[src/rtl/wb_retire_stage_pkg.sv]
// Shared widths and helpers for the write-back / retire stage of the turbo pipeline.
// Bus widths below correspond to the default parameter set of wb_retire_stage.
package wb_retire_stage_pkg;

  localparam int XLEN_DEF     = 32;
  localparam int PC_W_DEF     = 32;
  localparam int RA_W_DEF     = 5;
  localparam int TQ_DEPTH_DEF = 4;
  localparam int CNT_W_DEF    = 32;

  localparam int MEM_TO_WB_BUS_WD = PC_W_DEF + 1 + RA_W_DEF + XLEN_DEF;
  localparam int WB_TO_RF_BUS_WD  = 1 + RA_W_DEF + XLEN_DEF;
  localparam int WB_FW_BUS_WD     = 1 + RA_W_DEF + XLEN_DEF;
  localparam int WB_TRACE_WD      = 1 + RA_W_DEF + XLEN_DEF + PC_W_DEF;

  // Pointer width for a power-of-two FIFO; never narrower than one bit.
  function automatic int ptr_w(input int depth);
    return (depth <= 2) ? 1 : $clog2(depth);
  endfunction

endpackage

[src/rtl/wb_trace_fifo.sv]
// Retire trace FIFO: power-of-two depth, wrapping pointers, synchronous reset that
// also clears the storage so the head slot reads zero after reset.
module wb_trace_fifo
  import wb_retire_stage_pkg::*;
#(
  parameter int W     = WB_TRACE_WD,
  parameter int DEPTH = TQ_DEPTH_DEF
) (
  input  logic         clk,
  input  logic         rst,
  input  logic         push,
  input  logic         pop,
  input  logic [W-1:0] wdata,
  output logic [W-1:0] rdata,
  output logic         full,
  output logic         empty
);

  localparam int PW = ptr_w(DEPTH);
  localparam int CW = $clog2(DEPTH + 1);

  logic [W-1:0]  mem [DEPTH];
  logic [PW-1:0] wr_ptr;
  logic [PW-1:0] rd_ptr;
  logic [CW-1:0] count;
  logic          do_push;
  logic          do_pop;

  // A push into a full FIFO is only honoured when the head leaves in the same cycle.
  assign do_pop  = pop & ~empty;
  assign do_push = push & (~full | do_pop);

  assign full  = (count == CW'(DEPTH));
  assign empty = (count == '0);
  assign rdata = mem[rd_ptr];

  always_ff @(posedge clk) begin
    if (rst) begin
      for (int i = 0; i < DEPTH; i++) mem[i] <= '0;
      wr_ptr <= '0;
      rd_ptr <= '0;
      count  <= '0;
    end else begin
      if (do_push) begin
        mem[wr_ptr] <= wdata;
        wr_ptr      <= wr_ptr + PW'(1);
      end
      if (do_pop) rd_ptr <= rd_ptr + PW'(1);
      if (do_push && !do_pop)      count <= count + CW'(1);
      else if (do_pop && !do_push) count <= count - CW'(1);
    end
  end

endmodule

[src/rtl/wb_retire_stage.sv]
// Write-back stage: holds one MEM result, commits it to the RF and the trace FIFO
// when the FIFO has room, forwards it to ID, and counts retire/write/stall events.
module wb_retire_stage
  import wb_retire_stage_pkg::*;
#(
  parameter int XLEN     = XLEN_DEF,
  parameter int PC_W     = PC_W_DEF,
  parameter int RA_W     = RA_W_DEF,
  parameter int TQ_DEPTH = TQ_DEPTH_DEF,
  parameter int CNT_W    = CNT_W_DEF
) (
  input  logic                          clk,
  input  logic                          rst,
  input  logic                          MEM_to_WB_valid,
  input  logic [PC_W+1+RA_W+XLEN-1:0]   MEM_to_WB_bus,
  output logic                          WB_ready,
  output logic [1+RA_W+XLEN-1:0]        WB_to_RF_bus,
  output logic [1+RA_W+XLEN-1:0]        WB_fw_bus,
  output logic                          trace_valid,
  input  logic                          trace_ready,
  output logic [1+RA_W+XLEN+PC_W-1:0]   trace_data,
  output logic [CNT_W-1:0]              Valid_Inst_cnt,
  output logic [CNT_W-1:0]              RF_Write_cnt,
  output logic [CNT_W-1:0]              WB_Stall_cnt
);

  localparam int BUS_W = PC_W + 1 + RA_W + XLEN;
  localparam int TR_W  = 1 + RA_W + XLEN + PC_W;

  logic [BUS_W-1:0] bus_reg;
  logic             wb_work;
  logic [PC_W-1:0]  wb_pc;
  logic             wb_wen;
  logic [RA_W-1:0]  wb_waddr;
  logic [XLEN-1:0]  wb_wdata;
  logic             pop;
  logic             space;
  logic             commit;
  logic             tq_full;
  logic             tq_empty;

  assign wb_pc    = bus_reg[XLEN+RA_W+1 +: PC_W];
  assign wb_wen   = bus_reg[XLEN+RA_W];
  assign wb_waddr = bus_reg[XLEN +: RA_W];
  assign wb_wdata = bus_reg[XLEN-1:0];

  // Ready only depends on trace_ready through the pop path, keeping the loop shallow.
  assign pop      = trace_valid & trace_ready;
  assign space    = ~tq_full | pop;
  assign commit   = wb_work & space;
  assign WB_ready = ~wb_work | commit;

  assign WB_to_RF_bus = {commit & wb_wen, wb_waddr, wb_wdata};
  assign WB_fw_bus    = {wb_work & wb_wen, wb_waddr, wb_wdata};
  assign trace_valid  = ~tq_empty;

  wb_trace_fifo #(
    .W    (TR_W),
    .DEPTH(TQ_DEPTH)
  ) u_trace_fifo (
    .clk  (clk),
    .rst  (rst),
    .push (commit),
    .pop  (pop),
    .wdata({wb_wen, wb_waddr, wb_wdata, wb_pc}),
    .rdata(trace_data),
    .full (tq_full),
    .empty(tq_empty)
  );

  // Stage register keeps its last contents while idle; only the valid bit clears.
  always_ff @(posedge clk) begin
    if (rst) begin
      wb_work <= 1'b0;
      bus_reg <= '0;
    end else if (WB_ready) begin
      wb_work <= MEM_to_WB_valid;
      if (MEM_to_WB_valid) bus_reg <= MEM_to_WB_bus;
    end
  end

  always_ff @(posedge clk) begin
    if (rst) begin
      Valid_Inst_cnt <= '0;
      RF_Write_cnt   <= '0;
      WB_Stall_cnt   <= '0;
    end else begin
      if (commit)           Valid_Inst_cnt <= Valid_Inst_cnt + CNT_W'(1);
      if (commit && wb_wen) RF_Write_cnt   <= RF_Write_cnt + CNT_W'(1);
      if (wb_work && !commit) WB_Stall_cnt <= WB_Stall_cnt + CNT_W'(1);
    end
  end

endmodule

[config.mk]
export PLATFORM = sky130hd
export DESIGN_NAME = wb_retire_stage
export DESIGN_NICKNAME = d
export VERILOG_FILES = /design/src/rtl/wb_retire_stage_pkg.sv /design/src/rtl/wb_trace_fifo.sv /design/src/rtl/wb_retire_stage.sv
export SDC_FILE = /design/constraint.sdc
export NUM_CORES = 1
export LEC_CHECK = 0
export BUFFER_PORTS_ARGS = -buffer_cell sky130_fd_sc_hd__clkbuf_2
export CORE_MARGIN = 4
export CORE_UTILIZATION = 45
export CTS_CLUSTER_SIZE = 12
export DETAILED_ROUTE_END_ITERATION = 8
export PLACE_DENSITY = 0.68
export SLEW_MARGIN = 20
export SYNTH_ARGS = -nofsm -noshare
export SYNTH_HDL_FRONTEND = slang
export SYNTH_HIERARCHICAL = 1
export SYNTH_SLANG_ARGS = --single-unit
[constraint.sdc]
create_clock -name clk -period 20.6 [get_ports clk]
set_input_delay 4.12 -clock clk [delete_from_list [all_inputs] [get_ports clk]]
set_output_delay 4.12 -clock clk [all_outputs]
set_load 0.01 [all_outputs]
==> results of run 1 <==
## final timing paths
path                              start  slack, ns  depth (start not counted)                 endpoint
setup / recovery            trace_ready      11.18                          6                 WB_ready
hold / removal              bus_reg[57]       0.48                          2              bus_reg[57]
setup reg to reg  u_trace_fifo/count[0]      15.94                          8  u_trace_fifo/mem[0][41]
hold reg to reg             bus_reg[57]       0.48                          2              bus_reg[57]
## power by group
group	leakage, nW	internal (W)	switching, W
clock	0.753	0.000495	0.000356
combinational	3.90	0.000133	0.000183
sequential	4.34	0.00103	0.0000438
## through the flow
stage / cell area [sq um] / hold slack (ns) / util [%] / std cells
floorplan: 20100 / 0.4569 / - / 1618
global placement: 21450 / 0.4678 / 48.51 / 2374
detailed placement: 21450 / 0.4730 / 48.51 / 2374
CTS: 23000 / 0.4811 / 52.00 / 2462
global route: 23000 / 0.5064 / 52.00 / 2462
finish: 23000 / 0.4790 / 52.00 / 2462
## metal layers
metal  GRT usage, %  share of wire, %  wire length, microns  vias up
met5              0                 0                     0        -
met4          6.151               2.5                  1171        0
met3          3.919               6.4                  3000       74
met2          32.84                50                 23260      383
met1          24.32                41                 19450     6290
li1               -                 -                     -     6025
## critical path: cells and delay by family
| kind | cells | cell delay (ns) |
|---|---|---|
| simple gates | 2 | 0.69 |
| buf+inv | 4 | 0.49 |
## layout by cell type (no fill, tap or decap), types with 3 or more instances in the layout
master,n
and3_1,16
nor4_1,7
clkbuf_16,50
ha_1,4
bufinv_16,3
mux2i_1,3
or3_1,6
inv_1,15
a21oi_1,80
nand2b_1,3
and4_1,14
and2_1,290
dfxtp_1,174
clkinv_1,9
xnor2_1,22
xor2_1,69
nand4_1,46
nor4_4,3
edfxtp_1,280
clkbuf_8,3
buf_4,16
clkinv_2,4
clkbuf_1,15
nand2_1,166
nand3_1,27
clkbuf_2,316
o21ai_0,6
nor2_1,100
nor3_1,8
mux4_2,70
## cell type report
cell class,instances,area share [%]
multi-input cells,976,30.40
well taps,592,3.221
flip-flops and latches,456,51.92
clock buffers,68,5.865
clock inverters,20,0.8596
inverters,17,0.2884
repair buffers,333,7.448
## cells by family (layout without fill, tap and decap cells)
logic type               Yosys count  after routing
buffers and inverters            186            438
AO/OA/AOI/OAI                    101            101
adder cells (fa/ha/maj)            5              5
XOR/XNOR                          91             91
multiplexers                      74             74
flip-flops                       456            456
AND/OR/NAND/NOR                  705            705
==> reports/qor.csv, run 1 <==
metric;value;unit
run status;finished, final reports clean;
number of flops mapped to enable cells by yosys;280;
Multi-input gate area;6992;sq um
Total Routing Usage GR;19.12;%
Leak;8.988;nW
share of Yosys cell area claimed by the top area cell type;41.83;%
largest family of logic cells by synthesized area;simple AND/OR/NAND/NOR gates;
Final Critical Period;9.419;ns
RSZ-0062 raised after global routing;false;
Synth Area in XOR/XNOR;3.965;%
final global-route overflow total;0;
DP HPWL;27450;microns
clk_skew;0.01581;ns
Synth Area in Compound Gates;2.919;%
remaining antenna violation count;0;
Die Wd;219.4;microns
Cells after Synth;1618;
via count;12772;
CP Max Fanout;9;
Fillers;3867;
cts bufs inserted;49;
register area share after synthesis;59.36;%
# nets final;1912;
latest clock arrival within the worst-skew pair;0.58;ns
CTS Root Cell;clkbuf_16;
Core Area;44220;sq um
row cnt;77;
final setup vio count;0;
DRC violations left;0;
Design Power;0.002236;W
port bufs;317;
synthesized flop and latch total;456;
most frequent cells after synthesis;290 x and2_1, 280 x edfxtp_1, 176 x dfxtp_1;
ant diodes;0;
Setup CP Type;in2out;
Synth warnings;6;
Required @ worst endpoint;16.48;ns
max reg flops;280;
Main synth FF type;edfxtp_1;
pwr/cell area;97.25;nW/um^2
Achievable Freq;106.2;MHz
Sink Count;456;
hold buffers post-CTS;0;
setup_tns;0;ns
Initial Util;45.46;%
startpoint type of the worst setup path;primary input;
CTS tree;yes;
syn avg cell area;12.42;sq um
area grow syn2layout;14.40;%
min setup slack post-route;11.18;ns
CP max-delay cell;nand2b_1;
pre-CTS WS;11.19;ns
CTS max path bufs;3;
wire length per cell;19.04;microns
Worst setup EP type;output pin;
Worst VDD drop;0.05592;mV
DRT Wirelength;46880;microns
Die Ht;219.4;microns
DIE AREA;48120;sq um
layout cells sized above 1;26.42;%
Max stage delay on crit path;0.38;ns
max-slew violations;0;
initial antenna violation count;0;
Iteration-0 DRC Markers;701;
Relative slew margins;26.62;%
Post-CTS Repair Setup Buffers;0;
Max-cap violations;0;
Placer Congestion;0.8033;
Slew @ Worst Pin;1.101;ns
ranking of synthesized cells by area;edfxtp_1 42%, dfxtp_1 18%, and2_1 9.0%;
vias per inst;5.188;
crit-path most repeated cell;clkbuf_2;
HP Class;reg2reg;
Synth area leader;edfxtp_1;
cells along the critical path;clkbuf_2 > nand2b_1 > inv_4 > nor2_2 > inv_2 > clkbuf_2;
fin crit share;45.72;%
register area;11940;sq um
number of global-route vias before repair;12839;
post-synthesis mux area share;8.048;%
post-synthesis net count;1697;
first-pass GRT wire length;71770;microns
Final Hold Fails;0;
Post-CTS Resized;0;
H-tree levels;2;
count leader, synth;and2_1;
CTS clk-pin slew, worst paths;0.06;ns
Yosys cell types;56;
Synth async-reset ratio;0;%
Synth Area in Adders;0.3486;%
Worst Path Arrival;5.30;ns
DR pass1 iterations;4;
post-synthesis simple-gate area fraction;19.25;%
largest net degree at the start of global routing;76;
I/O pin count;318;
Post-Syn Area;20100;sq um
Note: power is estimated with default switching activity, not from simulation.
==> run 2: changes to the inputs <==
==> constraint.sdc (replaced) <==
create_clock -name clk -period 9.2 [get_ports clk]
set_input_delay 1.84 -clock clk [delete_from_list [all_inputs] [get_ports clk]]
set_output_delay 1.84 -clock clk [all_outputs]
set_load 0.01 [all_outputs]
==> reports/qor.csv, run 2 (synthesized netlist as in run 1, its figures left out) <==
metric;value;unit;change
CP startpoint;trace_ready;;
final global-route overflow total;0;;unchanged
GR Util met3;4.694;%;+0.78 points
initial antenna violation count;0;;unchanged
ant diodes;0;;unchanged
Post-CTS Repair Setup Buffers;0;;unchanged
wire length per cell;18.85;microns;-0.99%
first-pass GRT wire length;72510;microns;+1.0%
most frequent cells in the layout;316 x clkbuf_2, 290 x and2_1, 280 x edfxtp_1;;
I/O pin count;318;;unchanged
Total Routing Usage GR;19.22;%;+0.11 points
Worst setup EP type;flop;;
max reg flops;280;;unchanged
via count;12799;;+0.21%
GR met2 Demand/Resource;32.51;%;-0.33 points
H-tree levels;2;;unchanged
Relative slew margins;25.46;%;-1.2 points
DRT Wirelength;46490;microns;-0.83%
CTS Root Cell;clkbuf_16;;
HP Class;reg2reg;;
layout cells sized above 1;26.41;%;about the same
Max stage delay on crit path;0.68;ns;+0.30 ns
Worst Path Arrival;5.22;ns;-0.08 ns
Initial Util;45.46;%;unchanged
remaining antenna violation count;0;;unchanged
final setup vio count;0;;unchanged
Iteration-0 DRC Markers;722;;+3.0%
# nets final;1913;;+0.052%
run status;finished, final reports clean;;
Post-CTS Resized;0;;unchanged
fin crit share;54.60;%;
DIE AREA;48120;sq um;unchanged
min setup slack post-route;4.177;ns;-7.005 ns
clk_skew;0.01242;ns;-0.003388 ns
cts bufs inserted;49;;unchanged
CP max-delay cell;buf_4;;
Die Wd;219.4;microns;unchanged
row cnt;77;;unchanged
Slew @ Worst Pin;1.112;ns;+0.01121 ns
CP bufs+invs;4;;unchanged
Max-cap violations;0;;unchanged
reg-to-reg setup timing slack;4.73;ns;-11.21 ns
most common cell after layout, fill and taps aside;clkbuf_2;;
RSZ-0062 raised after global routing;false;;
GRT busiest layer;met2;;
hold buffers post-CTS;0;;unchanged
number of global-route vias before repair;12826;;-0.10%
CTS clk-pin slew, worst paths;0.05;ns;about the same
startpoint of the worst hold path;bus_reg[39];;
CTS tree;yes;;
Die Ht;219.4;microns;unchanged
met1 Use GR;25.02;%;+0.70 points
Final Hold Fails;0;;unchanged
setup_tns;0;ns;unchanged
area grow syn2layout;14.07;%;
Worst VDD drop;0.1349;mV;+140%
Leak;8.958;nW;-0.34%
Placer Congestion;0.7676;;-4.4%
delay-heaviest family, CP;buffers and inverters;;
latest clock arrival within the worst-skew pair;0.58;ns;about the same
vias per inst;5.190;;about the same
port bufs;317;;unchanged
DR pass1 iterations;4;;unchanged
Final Critical Period;5.023;ns;
cells along the critical path;clkbuf_2 > nand2b_1 > a21boi_1 > inv_1 > nor4b_4 > buf_4 > or2_4 > buf_4;;
CTS max path bufs;3;;unchanged
Required @ worst endpoint;9.39;ns;-7.09 ns
Core Area;44220;sq um;unchanged
max-slew violations;0;;unchanged
Critical R2R Launch;u_trace_fifo/count[0];;
crit-path most repeated cell;buf_4;;
startpoint type of the worst setup path;primary input;;
pwr/cell area;214.9;nW/um^2;+120%
DP HPWL;27320;microns;-0.48%
DRC violations left;0;;unchanged
CP Max Fanout;71;;+62
Setup CP Type;in2reg;;
largest net degree at the start of global routing;72;;-5.3%
Sink Count;456;;unchanged
Achievable Freq;199.1;MHz;
pre-CTS WS;3.515;ns;-7.675 ns
run 2: power breakdown:
group / switching (W) / leakage (nW) / internal, W
combinational: 0.000407 / 3.90 / 0.000300
clock: 0.000780 / 0.717 / 0.00105
sequential: 0.0000971 / 4.34 / 0.00230
run 2: cell type report:
| class | instances | area [sq um] |
|---|---|---|
| multi-input combinational | 976 | 6992 |
| timing repair buffer | 334 | 1720 |
| clock buffer | 75 | 1364 |
| sequential | 456 | 11940 |
| fill | 3804 | 21290 |
| clock inverter | 16 | 108.9 |
| tap | 592 | 740.7 |
| inverter | 17 | 66.31 |
run 2: stage by stage:
stage          power [W]  instances  hold slack [ns]  util, %  area, sq um
5_1_grt         0.005157       2466           0.5041    51.85        22930
4_1_cts         0.004997       2466           0.4857    51.85        22930
3_3_place_gp    0.003148       2375           0.4676    48.52        21460
2_1_floorplan   0.002928       1618           0.4569        -        20100
6_report        0.004928       2466           0.4803    51.85        22930
3_5_place_dp    0.003164       2375           0.4756    48.52        21460
run 2: final timing paths:
check | cells after the start | endpoint
setup / recovery | 8 | u_trace_fifo/mem[0][1]
hold reg to reg | 2 | bus_reg[39]
setup reg to reg | 8 | u_trace_fifo/mem[0][1]
hold / removal | 2 | bus_reg[39]
run 2: metal layers:
layer | share of wire, % | vias to the layer above
met3 | 7.2 | 65
met2 | 49 | 379
met1 | 41 | 6331
met4 | 2.1 | 0
li1 | - | 6024
met5 | 0 | -
run 2: worst reg2reg max path, delay by kind of cell, from the launching register on:
| family | cells | cell delay [ns] |
|---|---|---|
| AND/OR/NAND/NOR | 4 | 1.32 |
| AO/OA/AOI/OAI | 1 | 0.58 |
| flip-flops | 1 | 0.52 |
| buffers and inverters | 3 | 1.62 |
==> run 3: changes to the inputs <==
--- a/config.mk
+++ b/config.mk
@@ -5,12 +5,13 @@
 export SDC_FILE = /design/constraint.sdc
 export NUM_CORES = 1
 export LEC_CHECK = 0
+export ABC_AREA = 1
 export BUFFER_PORTS_ARGS = -buffer_cell sky130_fd_sc_hd__clkbuf_2
 export CORE_MARGIN = 4
 export CORE_UTILIZATION = 45
 export CTS_CLUSTER_SIZE = 12
 export DETAILED_ROUTE_END_ITERATION = 8
-export PLACE_DENSITY = 0.68
+export PLACE_DENSITY = 0.67
 export SLEW_MARGIN = 20
 export SYNTH_ARGS = -nofsm -noshare
 export SYNTH_HDL_FRONTEND = slang
==> constraint.sdc (replaced) <==
create_clock -name clk -period 5.2 [get_ports clk]
set_input_delay 1.04 -clock clk [delete_from_list [all_inputs] [get_ports clk]]
set_output_delay 1.04 -clock clk [all_outputs]
set_load 0.01 [all_outputs]
==> reports/qor.csv, run 3 <==
metric;value;unit;change
Synth area leader;edfxtp_1;;
port bufs;317;;unchanged
RSZ-0062 raised after global routing;false;;
initial antenna violation count;0;;unchanged
Leak;9.527;nW;+6.4%
DR pass1 iterations;5;;+1
DP HPWL;35180;microns;+29%
H-tree levels;2;;unchanged
Initial Util;45.88;%;+0.42 points
latest clock arrival within the worst-skew pair;0.57;ns;about the same
Synth warnings;6;;unchanged
wire length per cell;17.50;microns;-7.2%
Synth async-reset ratio;0;%;unchanged
DRT Wirelength;57120;microns;+23%
Placer Congestion;0.8747;;+14%
Iteration-0 DRC Markers;1306;;+81%
Post-Syn Area;20960;sq um;+4.2%
synthesized flop and latch total;456;;unchanged
clk_skew;0.008624;ns;-0.003796 ns
via count;17074;;+33%
largest net degree at the start of global routing;110;;+53%
Sink Count;456;;unchanged
cts bufs inserted;49;;unchanged
CTS Root Cell;clkbuf_16;;
ranking of synthesized cells by area;edfxtp_1 40%, dfxtp_1 17%, nor2_1 12%;;
remaining antenna violation count;0;;unchanged
first-pass GRT wire length;89330;microns;+23%
max-slew violations;0;;unchanged
count leader, synth;nor2_1;;
min setup slack post-route;1.176;ns;-3.000 ns
Die Ht;223.8;microns;+2.0%
Yosys cell types;42;;-25%
Int Power;0.006656;W;+83%
setup_tns;0;ns;unchanged
Sw Pwr;0.002925;W;+130%
Final Hold Fails;0;;unchanged
Setup CP Type;reg2out;;
run status;finished, final reports clean;;
startpoint of the worst hold path;bus_reg[61];;
Max-cap violations;0;;unchanged
row cnt;78;;+1.3%
hold buffers post-CTS;0;;unchanged
post-route cell area;24030;sq um;+4.8%
CP Max Fanout;74;;+4.2%
final core utilization;52.61;%;+0.76 points
number of flops mapped to enable cells by yosys;280;;unchanged
Clk pwr share;34.9;%;-2.2 points
Post-CTS Resized;0;;unchanged
switching share of power;30.53;%;+4.5 points
final global-route overflow total;0;;unchanged
Core Area;45670;sq um;+3.3%
Worst setup EP type;output pin;;
Slew @ Worst Pin;1.088;ns;-0.02354 ns
share of Yosys cell area claimed by the top area cell type;40.12;%;-1.7 points
pre-CTS WS;1.555;ns;-1.960 ns
most common cell after layout, fill and taps aside;nor2_1;;
Worst Path Arrival;2.98;ns;-2.24 ns
HP Class;reg2reg;;
Final Critical Period;4.024;ns;
ant diodes;0;;unchanged
pwr/cell area;398.7;nW/um^2;+86%
area grow syn2layout;14.68;%;
startpoint type of the worst setup path;flop;;
final setup vio count;0;;unchanged
I/O pin count;318;;unchanged
Critical R2R Launch;u_trace_fifo/count[0];;
combinational group share of total power;19.1;%;+4.8 points
CTS max path bufs;3;;unchanged
Die Wd;223.8;microns;+2.0%
DIE AREA;50080;sq um;+4.1%
syn avg cell area;8.631;sq um;-31%
most frequent cells in the layout;644 x nor2_1, 317 x clkbuf_2, 280 x edfxtp_1;;
Relative slew margins;27.44;%;+2.0 points
Worst VDD drop;0.2401;mV;+78%
Post-CTS Repair Setup Buffers;0;;unchanged
DP Area;22490;sq um;+4.8%
Required @ worst endpoint;4.16;ns;-5.23 ns
Main synth FF type;edfxtp_1;;
CTS tree;yes;;
register area share after synthesis;56.94;%;-2.4 points
layout cells sized above 1;18.29;%;-8.1 points
fin crit share;77.38;%;
Achievable Freq;248.5;MHz;
most frequent cells after synthesis;645 x nor2_1, 280 x edfxtp_1, 269 x inv_1;;
Total Routing Usage GR;22.01;%;+2.8 points
Cells after Synth;2428;;+50%
post-synthesis net count;2507;;+48%
# nets final;2704;;+41%
number of global-route vias before repair;16745;;+31%
DRC violations left;0;;unchanged
max reg flops;280;;unchanged
vias per inst;5.233;;+0.82%
CTS clk-pin slew, worst paths;0.06;ns;about the same
sequential cell fraction of total power;46.0;%;-2.6 points
run 3: cell families after synthesis:
| kind of cell | Yosys count | share of synthesized area, % |
|---|---|---|
| and+or+nand+nor | 1126 | 22.93 |
| buffers and inverters | 467 | 10.08 |
| DFF | 456 | 56.94 |
| AOI/OAI and AO/OA | 363 | 9.255 |
| xor gates and xnor gates | 11 | 0.4598 |
| adders and majority gates | 5 | 0.3344 |
run 3: area by class of cell:
type / instances / area [sq um]
Clock buffer: 80 / 1485
Clock inverter: 9 / 51.30
Fill cell: 4216 / 21640
Inverter: 277 / 1049
Multi-Input combinational cell: 1505 / 6975
Sequential cell: 456 / 11940
Tap cell: 600 / 750.7
Timing Repair Buffer: 336 / 1779
run 3: power groups by stage:
stage | sequential, W | combinational [W] | clock [W]
2_1_floorplan | 0.00437 | 0.00124 | 0
3_3_place_gp | 0.00447 | 0.00182 | 0
3_5_place_dp | 0.00449 | 0.00185 | 0
5_1_grt | 0.00445 | 0.00200 | 0.00357
6_report | 0.00441 | 0.00183 | 0.00334
4_1_cts | 0.00441 | 0.00185 | 0.00342
run 3: layer usage:
| layer | part of all wire (%) | track usage (%) | up-vias |
|---|---|---|---|
| li1 | - | - | 8266 |
| met1 | 42 | 28.94 | 8135 |
| met2 | 48 | 37.78 | 603 |
| met3 | 7.4 | 3.722 | 70 |
| met4 | 2.0 | 6.303 | 0 |
| met5 | 0 | 0 | - |
run 3: path summary, 6_finish.rpt:
kind	end	slack, ns	cells after the start
setup / recovery	trace_data[34]	1.18	4
hold / removal	bus_reg[61]	0.48	2
setup reg to reg	u_trace_fifo/mem[0][55]	2.20	10
hold reg to reg	bus_reg[61]	0.48	2
run 3: critical path, cell delays in order, from the launching register on:
cell and delay (ns):
dfxtp_4 0.88, buf_4 0.70, o21ai_0 0.20, o22ai_1 0.40, clkbuf_2 0.21
run 3: stage by stage:
stage / hold slack [ns] / total power, W / cells
floorplan: 0.4550 / 0.005602 / 2428
global placement: 0.4696 / 0.006294 / 3174
detailed placement: 0.4765 / 0.006333 / 3174
CTS: 0.4888 / 0.009686 / 3263
global route: 0.5154 / 0.01003 / 3263
finish: 0.4837 / 0.009581 / 3263
